**src/rtl/music_mode_ctrl_pkg.sv**
```systemverilog
// Mode encodings shared between the mode controller and the downstream music player.
package music_pkg;

  typedef enum logic [2:0] {
    MODE_IDLE     = 3'b000,
    MODE_ASC      = 3'b001,
    MODE_DESC     = 3'b010,
    MODE_ASC_DESC = 3'b011
  } mode_t;

  function automatic mode_t next_mode(input mode_t m);
    case (m)
      MODE_IDLE:     next_mode = MODE_ASC;
      MODE_ASC:      next_mode = MODE_DESC;
      MODE_DESC:     next_mode = MODE_ASC_DESC;
      default:       next_mode = MODE_IDLE;
    endcase
  endfunction

  // Automatic stepping never returns to IDLE; it cycles among the playing modes.
  function automatic mode_t auto_next_mode(input mode_t m);
    case (m)
      MODE_ASC:      auto_next_mode = MODE_DESC;
      MODE_DESC:     auto_next_mode = MODE_ASC_DESC;
      default:       auto_next_mode = MODE_ASC;
    endcase
  endfunction

endpackage

```
**src/rtl/music_mode_ctrl_btn_debounce.sv**
```systemverilog
// Button conditioner: 2-FF synchronizer, stable-level debouncer, registered press pulse.
module btn_debounce #(
  parameter int DEBOUNCE_CYCLES = 1_000_000
) (
  input  logic clk_i,
  input  logic rst_i,
  input  logic btn_i,
  output logic press_o
);

  localparam int CNT_W = (DEBOUNCE_CYCLES > 1) ? $clog2(DEBOUNCE_CYCLES) : 1;

  logic             sync1_q, sync2_q;
  logic             deb_q, deb_dly_q, press_q;
  logic [CNT_W-1:0] cnt_q;

  always_ff @(posedge clk_i) begin
    if (rst_i) begin
      sync1_q   <= 1'b0;
      sync2_q   <= 1'b0;
      deb_q     <= 1'b0;
      deb_dly_q <= 1'b0;
      press_q   <= 1'b0;
      cnt_q     <= '0;
    end else begin
      sync1_q   <= btn_i;
      sync2_q   <= sync1_q;
      deb_dly_q <= deb_q;
      press_q   <= deb_q & ~deb_dly_q;
      // Accept the new level on the Nth consecutive mismatching cycle.
      if (sync2_q != deb_q) begin
        if (cnt_q == CNT_W'(DEBOUNCE_CYCLES - 1)) begin
          deb_q <= sync2_q;
          cnt_q <= '0;
        end else begin
          cnt_q <= cnt_q + 1'b1;
        end
      end else begin
        cnt_q <= '0;
      end
    end
  end

  assign press_o = press_q;

endmodule

```
**src/rtl/music_mode_ctrl.sv**
```systemverilog
// Playback mode selector and beep request generator driven by two debounced buttons.
// Optional auto-advance timer enabled by defining MUSIC_AUTO_ADVANCE_EN.
module music_mode_ctrl
  import music_pkg::*;
#(
  parameter int DEBOUNCE_CYCLES = 1_000_000,
  parameter int BEEP_CYCLES     = 50_000_000,
  parameter int AUTO_PERIOD     = 200_000_000
) (
  input  logic       clk_100mHz,
  input  logic       rst,
  input  logic       btn_next,
  input  logic       btn_beep,
  output logic [2:0] mode,
  output logic       beep_trigger,
  output logic       beep_busy_pulse
);

  localparam int BEEP_W = (BEEP_CYCLES > 1) ? $clog2(BEEP_CYCLES) : 1;

  if (DEBOUNCE_CYCLES < 1 || BEEP_CYCLES < 1 || AUTO_PERIOD < 1) begin : g_bad_param
    $error("music_mode_ctrl: cycle parameters must be at least 1");
  end

  logic              next_press, beep_press;
  mode_t             mode_q, mode_d;
  logic              trig_q, busy_q;
  logic [BEEP_W-1:0] beep_cnt_q;

  btn_debounce #(.DEBOUNCE_CYCLES(DEBOUNCE_CYCLES)) u_next (
    .clk_i  (clk_100mHz),
    .rst_i  (rst),
    .btn_i  (btn_next),
    .press_o(next_press)
  );

  btn_debounce #(.DEBOUNCE_CYCLES(DEBOUNCE_CYCLES)) u_beep (
    .clk_i  (clk_100mHz),
    .rst_i  (rst),
    .btn_i  (btn_beep),
    .press_o(beep_press)
  );

`ifdef MUSIC_AUTO_ADVANCE_EN
  localparam int AUTO_W = (AUTO_PERIOD > 1) ? $clog2(AUTO_PERIOD) : 1;

  logic [AUTO_W-1:0] auto_cnt_q, auto_cnt_d;

  // A manual press wins over a timer expiry landing on the same cycle.
  always_comb begin
    mode_d     = mode_q;
    auto_cnt_d = auto_cnt_q;
    if (next_press) begin
      mode_d     = next_mode(mode_q);
      auto_cnt_d = '0;
    end else if (mode_q == MODE_IDLE) begin
      auto_cnt_d = '0;
    end else if (auto_cnt_q == AUTO_W'(AUTO_PERIOD - 1)) begin
      mode_d     = auto_next_mode(mode_q);
      auto_cnt_d = '0;
    end else begin
      auto_cnt_d = auto_cnt_q + 1'b1;
    end
  end

  always_ff @(posedge clk_100mHz) begin
    if (rst) auto_cnt_q <= '0;
    else     auto_cnt_q <= auto_cnt_d;
  end
`else
  always_comb begin
    mode_d = next_press ? next_mode(mode_q) : mode_q;
  end
`endif

  always_ff @(posedge clk_100mHz) begin
    if (rst) begin
      mode_q     <= MODE_IDLE;
      trig_q     <= 1'b0;
      busy_q     <= 1'b0;
      beep_cnt_q <= '0;
    end else begin
      mode_q <= mode_d;
      busy_q <= beep_press & trig_q;
      // beep_cnt_q holds the remaining high cycles after the current one.
      if (trig_q) begin
        if (beep_cnt_q == '0) trig_q     <= 1'b0;
        else                  beep_cnt_q <= beep_cnt_q - 1'b1;
      end else if (beep_press) begin
        trig_q     <= 1'b1;
        beep_cnt_q <= BEEP_W'(BEEP_CYCLES - 1);
      end
    end
  end

  assign mode            = mode_q;
  assign beep_trigger    = trig_q;
  assign beep_busy_pulse = busy_q;

endmodule

```
**config.mk**
```make
export PLATFORM = sky130hd
export DESIGN_NAME = music_mode_ctrl
export DESIGN_NICKNAME = d
export VERILOG_FILES = /design/src/rtl/music_mode_ctrl_pkg.sv /design/src/rtl/music_mode_ctrl_btn_debounce.sv /design/src/rtl/music_mode_ctrl.sv
export SDC_FILE = /design/constraint.sdc
export NUM_CORES = 1
export LEC_CHECK = 0
export CAP_MARGIN = 20
export CORE_ASPECT_RATIO = 2
export CORE_MARGIN = 2
export CORE_UTILIZATION = 50
export CTS_CLUSTER_SIZE = 40
export DETAILED_ROUTE_END_ITERATION = 16
export DONT_BUFFER_PORTS = 1
export HOLD_SLACK_MARGIN = 0.1
export SYNTH_ARGS = -nofsm -noshare
export SYNTH_HDL_FRONTEND = slang
export SYNTH_HIERARCHICAL = 1
export SYNTH_SLANG_ARGS = --single-unit
```
**constraint.sdc**
```tcl
create_clock -name clk_100mHz -period 2.9 [get_ports clk_100mHz]
set_clock_uncertainty 0.15 [all_clocks]
set_input_delay 0.58 -clock clk_100mHz [delete_from_list [all_inputs] [get_ports clk_100mHz]]
set_output_delay 0.58 -clock clk_100mHz [all_outputs]
set_load 0.01 [all_outputs]
```
==> run summary <==
IO buf count = 0
MaxCap Viol Count = 0
Setup ws final = 0.440 ns
CP Cell Sequence = inv_1, ha_1, or4b_1, nor4_2, a21oi_1, a311oi_1
Die W = 65.0 um
Most common cell in the netlist = dfxtp_1
Worst Path Max Fanout = 7
Area leader, netlist = dfxtp_1
Minimum clock period = 2.46 ns
Dominant synthesized flop cell = dfxtp_1
Die footprint = 0.00818 mm2
Cells after Synth = 421
Routed WL = 7710 um
Slew headroom = 0.596
Yosys warning count = 6
Final #Nets = 436
Number of DRC markers in iteration 0 = 178
I/O pins = 9
EDFF count, synth = 0
Clk sink count = 80
WL met2 = 4250 um
Final Hold Viols = 0
Worst hold slack = 0.159 ns
Slowest CP cell = or4b_1
ANT nets after route = 0
Async S/R FF share, synth = 0
Core Area = 0.00721 mm2
Antenna diodes = 0
Setup TNS = 0 ns
Metal-1 WL = 3130 um
Worst slack, placed = 0.469 ns
Post-synth cell types = 43
Drt first pass iters = 4
Vias/cell = 5.64
Drt wl/cell = 14.8 um
Yosys reg bits = 80
Top-area cell type share of the netlist area = 0.431
Fin crit share = 0.848
Root Driver = clkbuf_16
Post-DP HPWL = 5470 um
Unrepaired setup endpoints after global routing = no
Peak supply drop = 384 uV
Slew Limit Fails = 0
Critical path's largest stage delay = 0.52 ns
Post-route DRC = 0
DP Area = 0.00381 mm2
Share of cells above drive strength 1 = 0.0837
CP Class = register to register
WL met3 = 157 um
CTS tree = built
GRT Total Usage = 0.205
H-tree lvl count = 3
Reg2Reg Depth = 6
Worst path top cell family by delay = simple AND/OR/NAND/NOR gates
Clock slew at reported path FFs = 0.06 ns
Initial antenna violation count = 0
Status = finished, final reports clean
First-pass GRT wire length = 13100 um
# hold bufs at CTS = 0
Worst setup SP type = register
Fill cell count = 705
Leakage power = 1.34 nW
Cts repair resizes = 0
Crit path arrival time = 2.55 ns
Cell count of the worst hold path = 1
Dpl cells = 507
Actual slew at the worst max-slew pin = 0.603 ns
Top layer in use = met4
Clk_lat worst skew = 0.33 ns
Sequential area share after synthesis = 0.431
Routability Congestion = 0.827
Effective utilization at floorplan = 0.515
Routed via count = 2945
Final cell count without fillers = 522
Top cells by count, synth = dfxtp_1, nor2_1, xnor2_1
Ranking of synthesized cells by area = dfxtp_1, nor2_1, xnor2_1
Bufs and invs on worst path = 1
Clock Path Buffers = 2
Min-Delay Path Class = primary input to register
FMAX = 407 MHz
Die H = 126 um
# setup viols final = 0
Area growth, synth to finish = 10.2%
CTS buffer count = 9
Req. time, crit path = 2.99 ns
Post-Syn Area = 0.00371 mm2
CP Capture Type = register
Power per Cell Area = 542 mW/mm2
Cell area after layout = 0.00410 mm2
Largest net degree at the start of global routing = 37
Total gr overflow = 0
Avg Inst Size Synth = 8.82 um2
Mapped Nets = 431
Setup bufs post-CTS = 0
Via count of the first global-routing pass = 2891
# rows = 44
WP depth = 6
## state kept, by name, summed over array words and instances (netlist names), 2 cells and up
| signal | cells |
|---|---|
| mode | 2 |
| beep_cnt_q | 26 |
| u_beep/cnt_q | 20 |
| u_next/cnt_q | 20 |
## report_power, final
group	internal, mW	leakage, nW	switching (mW)	total, mW
clock network	0.680	0.145	0.420	1.10
logic	0.00531	0.545	0.00927	0.0146
registers	1.10	0.645	0.00200	1.10
## path summary, 6_finish.rpt
path | startpoint | to | slack, ns
worst max-delay path | beep_cnt_q[0] | beep_cnt_q[1] | 0.44
worst max register to register | beep_cnt_q[0] | beep_cnt_q[1] | 0.44
worst min-delay path | rst | beep_cnt_q[3] | 0.16
worst min register to register | u_beep/deb_dly_q | u_beep/press_o | 0.23
## layer usage
| metal | up-vias | global-route usage |
|---|---|---|
| met1 | 1395 | 0.212 |
| met3 | 14 | 0.0375 |
| met4 | 0 | 0.0914 |
| li1 | 1509 | - |
| met2 | 27 | 0.384 |
| met5 | - | 0 |
## layout by cell type, fill, tap and decap left out, drive strengths merged, types with 5 or more instances in the layout
| cell | netlist | routed |
|---|---|---|
| a21oi | 21 | 21 |
| clkbuf | 5 | 11 |
| dfxtp | 80 | 80 |
| ha | 6 | 6 |
| inv | 15 | 15 |
| mux2i | 6 | 6 |
| nand2 | 23 | 23 |
| nand2b | 9 | 9 |
| nand3 | 16 | 16 |
| nand4 | 14 | 14 |
| nor2 | 63 | 63 |
| nor2b | 5 | 5 |
| nor3 | 18 | 18 |
| nor4 | 17 | 17 |
| nor4b | 5 | 5 |
| o211ai | 5 | 5 |
| o21ai | 15 | 15 |
| or2 | 5 | 5 |
| or3 | 10 | 10 |
| or4 | 14 | 14 |
| xnor2 | 26 | 26 |
| xor2 | 17 | 17 |
## cell type report
class	instances	area (um2)	share of cell area
Timing Repair Buffer	3	22.5	0.00550
Tap cell	92	115	0.0281
Clock buffer	11	243	0.0593
Clock inverter	4	45.0	0.0110
Sequential cell	80	1600	0.391
Inverter	15	56.3	0.0137
Multi-Input combinational cell	317	2010	0.491
## cells by family (layout without fill, tap and decap cells)
| kind of cell | after synthesis | after routing | share of synthesized area |
|---|---|---|---|
| flops | 80 | 80 | 0.431 |
| xor+xnor | 43 | 43 | 0.101 |
| simple gates | 205 | 205 | 0.303 |
| fa+ha+maj | 6 | 6 | 0.0202 |
| compound gates | 56 | 56 | 0.0997 |
| mux | 6 | 6 | 0.0162 |
| buf+inv | 24 | 33 | 0.0273 |
| other cells | 1 | 1 | 0.00101 |
## through the flow
| step | total power [mW] | utilization |
|---|---|---|
| 2_1_floorplan | 1.15 | - |
| 3_3_place_gp | 1.14 | 0.528 |
| 3_5_place_dp | 1.14 | 0.528 |
| 4_1_cts | 2.25 | 0.568 |
| 5_1_grt | 2.31 | 0.568 |
| 6_report | 2.22 | 0.568 |
(Power assumes the default switching activity.)
